File: src/rtl/puf_eval_ctrl.sv
// Sequencing controller: latches a UART challenge, runs the arbiter PUF NEVAL
// times, then sends the first response and an unstable-bit mask over UART.
// A check mode sends a fixed test pattern and its inverse with no PUF activity.
module puf_eval_ctrl #(
  parameter int unsigned  NEVAL        = 4,
  parameter int unsigned  TIMEOUT      = 4096,
  parameter logic [127:0] TEST_PATTERN = 128'hABCDEF9876543210ABCDEF9876543210
) (
  input  logic         clk,
  input  logic         rst_n,
  input  logic         chal_valid_i,
  input  logic [15:0]  chal_data_i,
  input  logic         check_i,
  output logic         puf_start_o,
  output logic [15:0]  puf_challenge_o,
  input  logic         puf_done_i,
  input  logic [127:0] puf_response_i,
  output logic         tx_start_o,
  output logic [127:0] tx_data_o,
  input  logic         tx_done_i,
  output logic         busy_o,
  output logic [3:0]   eval_count_o,
  output logic         err_timeout_o,
  output logic         err_overrun_o
);

  localparam int unsigned TW      = $clog2(TIMEOUT);
  localparam logic [TW-1:0] TmoLast = TW'(TIMEOUT - 1);
  localparam logic [TW-1:0] TmoOne  = TW'(1);
  localparam logic [3:0]    NevalC  = 4'(NEVAL);

  localparam logic [2:0] StIdle     = 3'd0;
  localparam logic [2:0] StEval     = 3'd1;
  localparam logic [2:0] StGap      = 3'd2;
  localparam logic [2:0] StTxResp   = 3'd3;
  localparam logic [2:0] StWaitResp = 3'd4;
  localparam logic [2:0] StTxMask   = 3'd5;
  localparam logic [2:0] StWaitMask = 3'd6;

  logic [2:0]    state_q, state_d;
  logic          puf_start_q, puf_start_d;
  logic [15:0]   chal_q, chal_d;
  logic          mode_q, mode_d;
  logic [3:0]    eval_cnt_q, eval_cnt_d;
  logic [127:0]  first_q, first_d;
  logic [127:0]  mask_q, mask_d;
  logic          tx_start_q, tx_start_d;
  logic [127:0]  tx_data_q, tx_data_d;
  logic          tx_done_prev_q;
  logic [TW-1:0] tmo_cnt_q, tmo_cnt_d;
  logic          err_tmo_q, err_tmo_d;
  logic          err_ovr_q, err_ovr_d;

  logic tx_rise;
  logic tmo_hit;

  assign tx_rise = tx_done_i & ~tx_done_prev_q;
  assign tmo_hit = (tmo_cnt_q == TmoLast);

  // Next-state logic; in wait states the exit condition is tested before expiry.
  always_comb begin
    state_d     = state_q;
    puf_start_d = puf_start_q;
    chal_d      = chal_q;
    mode_d      = mode_q;
    eval_cnt_d  = eval_cnt_q;
    first_d     = first_q;
    mask_d      = mask_q;
    tx_start_d  = 1'b0;
    tx_data_d   = tx_data_q;
    tmo_cnt_d   = tmo_cnt_q;
    err_tmo_d   = err_tmo_q;
    err_ovr_d   = err_ovr_q;

    if (chal_valid_i && (state_q != StIdle)) begin
      err_ovr_d = 1'b1;
    end

    case (state_q)
      StIdle: begin
        if (chal_valid_i) begin
          chal_d     = chal_data_i;
          mode_d     = check_i;
          eval_cnt_d = '0;
          mask_d     = '0;
          tmo_cnt_d  = '0;
          if (check_i) begin
            state_d = StTxResp;
          end else begin
            state_d     = StEval;
            puf_start_d = 1'b1;
          end
        end
      end
      StEval: begin
        if (puf_done_i) begin
          if (eval_cnt_q == 4'd0) begin
            first_d = puf_response_i;
          end else begin
            mask_d = mask_q | (puf_response_i ^ first_q);
          end
          if (eval_cnt_q < NevalC) begin
            eval_cnt_d = eval_cnt_q + 4'd1;
          end
          puf_start_d = 1'b0;
          tmo_cnt_d   = '0;
          state_d     = StGap;
        end else if (tmo_hit) begin
          puf_start_d = 1'b0;
          err_tmo_d   = 1'b1;
          state_d     = StIdle;
        end else begin
          tmo_cnt_d = tmo_cnt_q + TmoOne;
        end
      end
      StGap: begin
        if (!puf_done_i) begin
          if (eval_cnt_q < NevalC) begin
            puf_start_d = 1'b1;
            tmo_cnt_d   = '0;
            state_d     = StEval;
          end else begin
            state_d = StTxResp;
          end
        end else if (tmo_hit) begin
          err_tmo_d = 1'b1;
          state_d   = StIdle;
        end else begin
          tmo_cnt_d = tmo_cnt_q + TmoOne;
        end
      end
      StTxResp: begin
        tx_data_d  = mode_q ? TEST_PATTERN : first_q;
        tx_start_d = 1'b1;
        tmo_cnt_d  = '0;
        state_d    = StWaitResp;
      end
      StWaitResp: begin
        if (tx_rise) begin
          state_d = StTxMask;
        end else if (tmo_hit) begin
          err_tmo_d = 1'b1;
          state_d   = StIdle;
        end else begin
          tmo_cnt_d = tmo_cnt_q + TmoOne;
        end
      end
      StTxMask: begin
        tx_data_d  = mode_q ? ~TEST_PATTERN : mask_q;
        tx_start_d = 1'b1;
        tmo_cnt_d  = '0;
        state_d    = StWaitMask;
      end
      StWaitMask: begin
        if (tx_rise) begin
          state_d = StIdle;
        end else if (tmo_hit) begin
          err_tmo_d = 1'b1;
          state_d   = StIdle;
        end else begin
          tmo_cnt_d = tmo_cnt_q + TmoOne;
        end
      end
      default: begin
        puf_start_d = 1'b0;
        state_d     = StIdle;
      end
    endcase
  end

  // State registers; the tx_done history resets high so a level held across
  // reset release is not mistaken for a completed frame.
  always_ff @(posedge clk or negedge rst_n) begin
    if (!rst_n) begin
      state_q        <= StIdle;
      puf_start_q    <= 1'b0;
      chal_q         <= '0;
      mode_q         <= 1'b0;
      eval_cnt_q     <= '0;
      first_q        <= '0;
      mask_q         <= '0;
      tx_start_q     <= 1'b0;
      tx_data_q      <= '0;
      tx_done_prev_q <= 1'b1;
      tmo_cnt_q      <= '0;
      err_tmo_q      <= 1'b0;
      err_ovr_q      <= 1'b0;
    end else begin
      state_q        <= state_d;
      puf_start_q    <= puf_start_d;
      chal_q         <= chal_d;
      mode_q         <= mode_d;
      eval_cnt_q     <= eval_cnt_d;
      first_q        <= first_d;
      mask_q         <= mask_d;
      tx_start_q     <= tx_start_d;
      tx_data_q      <= tx_data_d;
      tx_done_prev_q <= tx_done_i;
      tmo_cnt_q      <= tmo_cnt_d;
      err_tmo_q      <= err_tmo_d;
      err_ovr_q      <= err_ovr_d;
    end
  end

  // Strobes are gated by rst_n so they fall combinationally on reset assertion.
  always_comb begin
    puf_start_o     = puf_start_q & rst_n;
    tx_start_o      = tx_start_q & rst_n;
    puf_challenge_o = chal_q;
    tx_data_o       = tx_data_q;
    busy_o          = (state_q != StIdle);
    eval_count_o    = eval_cnt_q;
    err_timeout_o   = err_tmo_q;
    err_overrun_o   = err_ovr_q;
  end

endmodule

File: config.mk
export PLATFORM = sky130hd
export DESIGN_NAME = puf_eval_ctrl
export DESIGN_NICKNAME = d
export VERILOG_FILES = /design/src/rtl/puf_eval_ctrl.sv
export SDC_FILE = /design/constraint.sdc
export NUM_CORES = 1
export LEC_CHECK = 0
export CAP_MARGIN = 20
export CORE_UTILIZATION = 30
export CTS_CLUSTER_SIZE = 40
export DETAILED_ROUTE_END_ITERATION = 16
export PLACE_DENSITY = 0.46
export SLEW_MARGIN = 20
export SYNTH_ARGS = -nofsm -noshare
export SYNTH_HDL_FRONTEND = slang
export SYNTH_SLANG_ARGS = --single-unit
export TNS_END_PERCENT = 1
File: constraint.sdc
create_clock -name clk -period 4.25 [get_ports clk]
set_clock_uncertainty 0.15 [all_clocks]
set_input_delay 0.6375 -clock clk [delete_from_list [all_inputs] [get_ports clk]]
set_output_delay 0.6375 -clock clk [all_outputs]
set_load 0.005 [all_outputs]
[Word level (Yosys, flattened, before mapping)]
Cells that the tools add are included.
W data, S select, Z words.
Word-level totals
  bits in registers: 425
  input port bits: 150
  word-level logic and storage cells: 100
Operators by class
  $add $sub $neg: 2
  order comparisons: 1
  equality and inequality tests: 19
  multiplexer cells: 40
  bitwise gates (word level): 7
  reduce and logical (&&, ||, !) cells: 18
Operators by type and width (number)
  $mux W128: 5
  $pmux W128 S2: 2
  $or A128 B128 Y128: 1
  $xor A128 B128 Y128: 1
  $mux W12: 6
  $pmux W12 S5: 1
  $pmux W3 S7: 1
  $ne A2 B2 Y1 const B: 10
  $mux W3: 6
  $reduce_and A4 Y1: 4
  $add A12 B1 Y12 const B: 1
  $eq A12 B12 Y1 const B: 1
  $mux W4: 3
  $mux W1: 11
  $eq A3 B3 Y1 const B: 3
  $pmux W4 S2: 1
  $eq A3 B2 Y1 const B: 2
  $ne A3 B3 Y1 const B: 2
  $reduce_and A6 Y1: 1
  $reduce_bool A3 Y1: 2
  $reduce_bool A5 Y1: 1
  $add A4 B1 Y4 const B: 1
  $logic_not A4 Y1: 1
  $lt A4 B3 Y1 const B: 1
  13 further kinds: 19

[Logic depth before layout (Yosys ltp)]
Gate-level depths: netlist of run 1.
  depth after elaboration: 5
  depth in mapped cells: 9

[Worst setup path before layout of run 1]
No wires, ideal clock.
  path kind: in2reg
  start: input puf_done_i
  end: register tmo_cnt_q[3]
  library setup time: 0.066 ns
  arrival: 2.091 ns
  required time: 4.034 ns
  path slack: 1.943 ns
  cell stages on the path: 6
  path buffers: 1
  cells stage by stage: clkbuf_1 nand2b_1 o41ai_2 nor3_2 or4_1 nand2_1
Between the ends
  word-level cells in the longest chain between the ends: 2
  elaborated cells on any way between the ends: 5
  those cells by class: eq/ne (1); mux (3); reduce/logical (1)
RTL lines
  from (decl): line 16  | input logic puf_done_i,
  $mux W12, or another cell as far along: line 117  | if (!puf_done_i) begin
  $pmux W12 S5 or $reduce_and A4 Y1 (tied branches)
  to (signal assigned): line 199  | tmo_cnt_q <= tmo_cnt_d;
  to (decl): line 50  | logic [TW-1:0] tmo_cnt_q, tmo_cnt_d;
Several ways; a longest one is shown, not always the timed one.
A chain may end at the register's enable or synchronous reset.

[Worst setup path after layout of run 1]
  start: input rst_n
  end: output tx_start_o
Between the ends
  word-level cells in the longest chain between the ends: 1
RTL lines
  from (decl): line 10  | input logic rst_n,
  $and A1 B1 Y1: line 208  | tx_start_o = tx_start_q & rst_n;
  to (decl): line 18  | output logic tx_start_o,
No other way between the ends.

==> flow_summary.json, run 1 <==
{
  "finalHoldViolCount": 0,
  "gp_congestion": 0.750,
  "max_slew_margin": 0.321,
  "area_delta_synth_final_pct": 28.3,
  "synth_ff_type": "dfrtp_1",
  "total_power_w": 0.0193,
  "syn-instance-count": 1722,
  "clockRootBuffer": "clkbuf_16",
  "cp_num_buf_inv": 3,
  "ant_nets": 0,
  "clk-insertion-delay-late_ns": 0.59,
  "synth-seq-area-share": 0.557,
  "fill_cells": 6159,
  "boundaryPins": 303,
  "mostFrequentLayoutCell": "dfrtp_1",
  "start_kind": "input port",
  "routed_wl_mm": 54.5,
  "routed_via_density": 4.75,
  "maxSlewViolCount": 0,
  "timing.final.crit_share": 0.754,
  "vdd_drop_max_mv": 0.483,
  "crit_cells": 4,
  "power_density_nw_per_um2": 789,
  "cp.required_ns": 3.46,
  "routedWlPerCell_um": 19.0,
  "nets": 2129,
  "hold_depth": 1,
  "layout_common_cells": "423 x dfrtp_1, 301 x clkdlybuf4s50_1, 144 x nor2_1",
  "ys_ff_latch": 425,
  "synthArstFlopShare": 1.00,
  "route.detailed.drc": 0,
  "rsz0062_at_grt": "false",
  "finalSetupTns_ns": 0,
  "dr_total_vias": 13600,
  "grt_pass1_vias": 14500,
  "cts_made_buffers": 50,
  "worstMarginPinSlew_ns": 1.02,
  "grtUsageTotal": 0.169,
  "cpMaxStageDelayCell": "dlygate4sd3_1",
  "htreeDepth": 2,
  "worstPathMaxFanout": 59,
  "r2r_cells": 4,
  "rows": 92,
  "cp_data_arrival_time_ns": 2.42,
  "synth_edf_count": 0,
  "timing.fmax_ghz": 0.312,
  "final.min_clock_period_ns": 3.20,
  "setup_violations": 0,
  "maxCapViolCount": 0,
  "clk_pin_slew_worst_paths_ns": 0.06,
  "detailed_place_hpwl_mm": 32.4,
  "finalWorstSetupSlack_ns": 1.05,
  "initial_core_util": 0.303,
  "status": "finished clean",
  "dr.pass1.iters": 4,
  "power.leakage_nw": 10.8,
  "synthesis.area_um2": 19100,
  "synth_cell_types": 50,
  "dpl_cell_area_um2": 22900,
  "endpoint_kind": "output pin",
  "ctsResizeCount": 0,
  "drtIter0Drc": 567,
  "post-place-ws_ns": 1.09,
  "portBuffers": 302,
  "holdWs_ns": 0.315,
  "die_x_um": 254,
  "critPathKind": "input port to output pin",
  "grt_max_degree": 155,
  "clockBufferDepth": 3,
  "grt_pass1_wl_mm": 85.5,
  "clkSinkCount": 425,
  "ys.warnings.count": 0,
  "syn_avg_cell_area_um2": 11.1,
  "fin_area_um2": 24500,
  "die-area_um2": 64600,
  "gr-total-overflow": 0,
  "crit_family": "buffers and inverters",
  "worstHoldPathType": "register to register",
  "drive_gt1_frac": 0.125,
  "antenna_found_initial": 5,
  "dieHeight_um": 254,
  "path_cells": "dlygate4sd3_1, buf_8, and2_1, clkdlybuf4s50_1",
  "coreArea_um2": 63000,
  "slowest_delay_ns": 0.57,
  "syn_nets": 1875,
  "cts_tree": "yes"
}
## synthesized netlist by cell type, types with 5 or more instances
cell      instances  area [µm²]
dfrtp_1         424       10600
nor2_1          146         548
a21oi_1         143         716
nand2_1         140         526
o21ai_0         135         676
o22ai_1         130         813
xor2_1          130        1140
nor2b_1         129         807
mux2_4          120        1800
clkbuf_1         92         345
mux2_2           26         293
buf_6            15         169
buf_1            10        37.5
inv_1             7        26.3
nand3_1           7        35.0
nor3_1            5        25.0
or4_1             5        37.5
## per-layer routing
metal	global-route usage	up-vias	share of wire
met1	0.223	6830	0.45
li1	-	6431	-
met4	0.0439	8	0.019
met5	0	-	0.00097
met3	0.0383	78	0.045
met2	0.279	236	0.48
## repair_timing
item	4_1_cts	5_1_grt
hold endpoints to repair	53	0
hold buffers	1	0
setup endpoints to repair	0	0
buffers inserted	0	0
## logic make-up after synthesis
logic type	Yosys count	share of synthesized area
adders and majority gates	3	0.00197
AOI/OAI and AO/OA	431	0.126
buffers and inverters	128	0.0315
DFF	425	0.557
and+or+nand+nor	457	0.113
muxes	146	0.110
xor gates and xnor gates	132	0.0606
## power by group
part           total [W]  switching [W]  internal [W]
logic            0.00789        0.00384       0.00406
registers        0.00730        0.00135       0.00595
clock network    0.00414        0.00170       0.00244
## registers in the layout (all words and copies together) (netlist names)
signal           flops
err_overrun_o        1
eval_count_o         4
state_q              3
mode_q               1
puf_challenge_o     16
tx_done_prev_q       1
mask_q             128
err_timeout_o        1
tx_start_q           1
first_q            128
tx_data_o          128
puf_start_q          1
tmo_cnt_q           12
## through the flow
step,util,instances
3_3_place_gp,0.364,2769
4_1_cts,0.389,2860
3_5_place_dp,0.364,2769
5_1_grt,0.389,2861
2_1_floorplan,-,1722
6_report,0.389,2861
## layout make-up
| type | count | area (µm²) | share of cell area |
|---|---|---|---|
| repair buffers | 323 | 3300 | 0.135 |
| diodes | 1 | 2.50 | 0.000102 |
| multi-input cells | 1169 | 7900 | 0.322 |
| inverters | 7 | 26.3 | 0.00107 |
| flip-flops and latches | 425 | 10600 | 0.435 |
| clock buffers | 83 | 1500 | 0.0611 |
| well taps | 846 | 1060 | 0.0432 |
| clock inverters | 7 | 66.3 | 0.00271 |
## final timing paths
| kind | startpoint | end | slack, ns |
|---|---|---|---|
| min | err_timeout_o | err_timeout_o | 0.31 |
| min in group asynchronous | rst_n | first_q[61] | 0.45 |
| max reg2reg | state_q[0] | first_q[115] | 1.22 |
| max | rst_n | tx_start_o | 1.05 |
| min reg2reg | err_timeout_o | err_timeout_o | 0.31 |
| max in group asynchronous | rst_n | mask_q[80] | 2.14 |
No activity file was read; power rests on OpenSTA's default activity.
==> run 2: changes to the inputs <==
PLACE_DENSITY = 0.48   (was 0.46)
clock period = 2.9 ns   (was 4.25 ns; I/O delays follow)
==> flow_summary.json, run 2 (synthesis gave the netlist of run 1 again) <==
{
  "status": "finished clean",
  "die_x_um": 254,
  "cpMaxStageDelayCell": "or3_1",
  "die-area_um2": 64600,
  "path_cells": "buf_4, or3_1, clkdlybuf4s50_1",
  "max_slew_margin": 0.273,
  "vdd_drop_max_mv": 0.618,
  "dr_total_vias": 13700,
  "dieHeight_um": 254,
  "timing.fmax_ghz": 0.357,
  "cts_hold_buf": 1,
  "grt_pass1_wl_mm": 86.3,
  "post-place-ws_ns": 0.272,
  "routed_wl_mm": 55.0,
  "setup_violations": 0,
  "final.min_clock_period_ns": 2.80,
  "drtIter0Drc": 576,
  "clkSinkCount": 425,
  "crit_family": "buffers and inverters",
  "power_density_nw_per_um2": 1180,
  "worstPathMaxFanout": 16,
  "reg2reg_setup_slack_ns": 0.42,
  "holdWs_ns": 0.164,
  "ctsResizeCount": 0,
  "detailed_place_hpwl_mm": 32.5,
  "cp_data_arrival_time_ns": 2.22,
  "gr-total-overflow": 0,
  "finalHoldViolCount": 0,
  "rows": 92,
  "worstReg2RegStart": "state_q[1]",
  "placed_cells": 2783,
  "slowest_delay_ns": 0.52,
  "worstMarginPinSlew_ns": 1.09,
  "finalSetupTns_ns": 0,
  "route.detailed.drc": 0,
  "critPathKind": "register to output pin",
  "rr_endpoint": "first_q[93]",
  "timing.final.crit_share": 0.967,
  "clockRootBuffer": "clkbuf_16",
  "postCtsSetupBuffers": 0,
  "maxCapViolCount": 0,
  "stdcell_count": 2884,
  "gp_congestion": 0.753,
  "clockBufferDepth": 3,
  "clk-insertion-delay-late_ns": 0.59,
  "grt_pass1_vias": 14500,
  "cts_made_buffers": 52,
  "finalWorstSetupSlack_ns": 0.0971,
  "mostFrequentLayoutCell": "dfrtp_1",
  "htreeDepth": 2,
  "routed_via_density": 4.75,
  "area_delta_synth_final_pct": 30.6,
  "cts_tree": "yes",
  "drive_gt1_frac": 0.140,
  "r2r_cells": 4,
  "power.leakage_nw": 11.1,
  "coreArea_um2": 63000,
  "maxSlewViolCount": 0,
  "boundaryPins": 303,
  "routedWlPerCell_um": 19.1,
  "antenna_found_initial": 7,
  "grt_max_degree": 158,
  "start_kind": "register",
  "clk_pin_slew_worst_paths_ns": 0.06,
  "initial_core_util": 0.303,
  "fill_cells": 6136,
  "rsz0062_at_grt": "false",
  "cp.required_ns": 2.32,
  "grtUsageTotal": 0.171,
  "nets": 2145,
  "dr.pass1.iters": 7,
  "layout_common_cells": "423 x dfrtp_1, 301 x clkdlybuf4s50_1, 144 x nor2_1",
  "portBuffers": 302,
  "ant_nets": 0,
  "cp_num_buf_inv": 2,
  "endpoint_kind": "output pin",
  "worstHoldPathType": "input port to asynchronous set/reset pin"
}
-- run 2: layout make-up --
class / instances / area [µm²] / share of cell area
clock inverters: 19 / 267 / 0.0107
diodes: 3 / 7.51 / 0.000301
well taps: 846 / 1060 / 0.0425
flip-flops and latches: 425 / 10600 / 0.427
multi-input cells: 1169 / 7890 / 0.317
inverters: 7 / 26.3 / 0.00105
clock buffers: 78 / 1570 / 0.0629
repair buffers: 337 / 3470 / 0.139
-- run 2: power breakdown --
part / switching [W] / internal [W]
logic: 0.00582 / 0.00613
registers: 0.00183 / 0.00871
clock network: 0.00266 / 0.00426
-- run 2: worst max path at each step --
| stage | from | end | slack [ns] | depth (start not counted) |
|---|---|---|---|---|
| 2_1_floorplan | state_q[2] | first_q[0] | 0.65 | 6 |
| 3_3_place_gp | puf_done_i | first_q[65] | 0.28 | 5 |
| 3_5_place_dp | puf_done_i | tmo_cnt_q[3] | 0.27 | 6 |
| 4_1_cts | state_q[0] | busy_o | 0.04 | 3 |
| 5_1_grt | state_q[0] | busy_o | 0.004 | 3 |
| 6_report | state_q[0] | busy_o | 0.1 | 3 |
-- run 2: routing by layer --
layer	track usage	routed length [µm]	vias up
li1	-	-	6452
met1	0.218	23900	6857
met2	0.282	26200	290
met3	0.0484	3410	96
met4	0.0497	1350	10
met5	0	77	-
-- run 2: through the flow --
stage / util / instance area (µm²) / total power (W)
floorplan: - / 19100 / 0.0178
global placement: 0.367 / 23100 / 0.0224
detailed placement: 0.367 / 23100 / 0.0227
CTS: 0.396 / 24900 / 0.0299
global route: 0.396 / 24900 / 0.0316
finish: 0.396 / 24900 / 0.0294
==> run 3: changes to the inputs <==
clock period = 2.57 ns   (was 2.9 ns; I/O delays follow)
==> flow_summary.json, run 3 (synthesis gave the netlist of run 1 again) <==
{
  "pwr-share-seq": 0.362,
  "coreArea_um2": 63000,
  "gr-total-overflow": 0,
  "power_density_nw_per_um2": 1310,
  "dieHeight_um": 254,
  "holdWs_ns": 0.0817,
  "pwr-share-comb": 0.423,
  "p_sw_w": 0.0117,
  "clkSinkCount": 425,
  "htreeDepth": 2,
  "layout_common_cells": "423 x dfrtp_1, 300 x clkdlybuf4s50_1, 144 x nor2_1",
  "clockBufferDepth": 3,
  "max_slew_margin": 0.561,
  "rsz0062_at_grt": "false",
  "boundaryPins": 303,
  "portBuffers": 302,
  "drive_gt1_frac": 0.147,
  "finalWorstSetupSlack_ns": 0.107,
  "maxSlewViolCount": 0,
  "fin_area_um2": 25100,
  "routedWlPerCell_um": 19.2,
  "endpoint_kind": "register",
  "dr.pass1.iters": 7,
  "cp_data_arrival_time_ns": 2.77,
  "dr_wl_met3_mm": 2.79,
  "vdd_drop_max_mv": 0.548,
  "top_layer": "met5",
  "cts_made_buffers": 51,
  "p_int_w": 0.0212,
  "die_x_um": 254,
  "rows": 92,
  "post-place-ws_ns": 0.0440,
  "dr_total_vias": 13900,
  "met2_length_mm": 26.2,
  "grtUsageTotal": 0.173,
  "power.leakage_nw": 11.1,
  "routed_wl_mm": 55.7,
  "gp_congestion": 0.805,
  "cts_tree": "yes",
  "fin_util": 0.398,
  "wl_met1_mm": 25.3,
  "clk-insertion-delay-late_ns": 0.59,
  "start_kind": "register",
  "drtIter0Drc": 703,
  "routed_via_density": 4.77,
  "timing.final.crit_share": 0.958,
  "clockRootBuffer": "clkbuf_16",
  "nets": 2170,
  "grt_pass1_vias": 14600,
  "mostFrequentLayoutCell": "dfrtp_1",
  "status": "finished clean",
  "maxCapViolCount": 0,
  "ant_nets": 0,
  "critPathKind": "register to register",
  "route.detailed.drc": 0,
  "clk_pin_slew_worst_paths_ns": 0.06,
  "final.min_clock_period_ns": 2.46,
  "area_delta_synth_final_pct": 31.3,
  "finalHoldViolCount": 0,
  "worstMarginPinSlew_ns": 0.659,
  "worstPathMaxFanout": 17,
  "clockPowerShare": 0.215,
  "die-area_um2": 64600,
  "grt_pass1_wl_mm": 86.5,
  "sw_frac_of_total": 0.356,
  "timing.fmax_ghz": 0.406,
  "grt_max_degree": 108,
  "setup_violations": 0,
  "dpl_cell_area_um2": 23400,
  "worstHoldPathType": "input port to asynchronous set/reset pin",
  "antenna_found_initial": 5,
  "initial_core_util": 0.303,
  "finalSetupTns_ns": 0,
  "cp.required_ns": 2.88,
  "detailed_place_hpwl_mm": 34.8
}
==> run 3: cell types whose count changed in the layout (fill, tap and decap cells not counted), moves of 2 or more <==
cell	delta
clkbuf_1	+6
clkbuf_8	-4
diode_2	-2
clkinvlp_4	+2
bufinv_16	-5
buf_4	+15
buf_12	+11
==> run 3: power groups by stage <==
stage | clock [W] | combinational [W] | sequential [W]
floorplan | 0 | 0.00852 | 0.0116
global placement | 0 | 0.0138 | 0.0119
detailed placement | 0 | 0.0141 | 0.0120
CTS | 0.00732 | 0.0141 | 0.0119
global route | 0.00756 | 0.0154 | 0.0123
finish | 0.00707 | 0.0139 | 0.0119
==> run 3: layer usage <==
| metal | vias up | global-route usage |
|---|---|---|
| met5 | - | 0 |
| met3 | 87 | 0.0387 |
| met1 | 6960 | 0.228 |
| met4 | 6 | 0.0501 |
| li1 | 6526 | - |
| met2 | 287 | 0.282 |
==> run 3: final cells by class <==
type / instances / area (µm²)
Sequential cell: 425 / 10600
Multi-Input combinational cell: 1169 / 7900
Antenna cell: 1 / 2.50
Fill cell: 6110 / 37900
Clock inverter: 15 / 115
Clock buffer: 79 / 1510
Tap cell: 846 / 1060
Inverter: 7 / 26.3
Timing Repair Buffer: 363 / 3800
==> run 3: metrics by stage <==
step / power (W) / instances
floorplan: 0.0201 / 1722
global placement: 0.0257 / 2807
detailed placement: 0.0260 / 2807
CTS: 0.0334 / 2904
global route: 0.0353 / 2905
finish: 0.0329 / 2905
==> run 3: worst max-delay path, stage by stage, from the launching register on <==
cell and delay (ns):
dfrtp_1 0.35, buf_4 0.13, or3b_4 0.40, or4_4 0.66, buf_4 0.32, mux2_4 0.33
==> run 3: what timing repair did <==
item,4_1_cts,5_1_grt
gates resized for setup,2,0
endpoints found under the setup margin,1,0
hold buffers,1,0
hold endpoints to repair,72,0
buffers inserted,2,0
==> run 3: worst paths after layout <==
check | startpoint | to | slack (ns) | depth (start not counted)
max | state_q[0] | first_q[3] | 0.11 | 5
min | rst_n | mask_q[26] | 0.08 | 2
max reg2reg | state_q[0] | first_q[3] | 0.11 | 5
min reg2reg | err_overrun_o | err_overrun_o | 0.31 | 1
max in group asynchronous | rst_n | puf_challenge_o[9] | 0.98 | 4
min in group clk | tx_done_i | tx_done_prev_q | 0.12 | 1
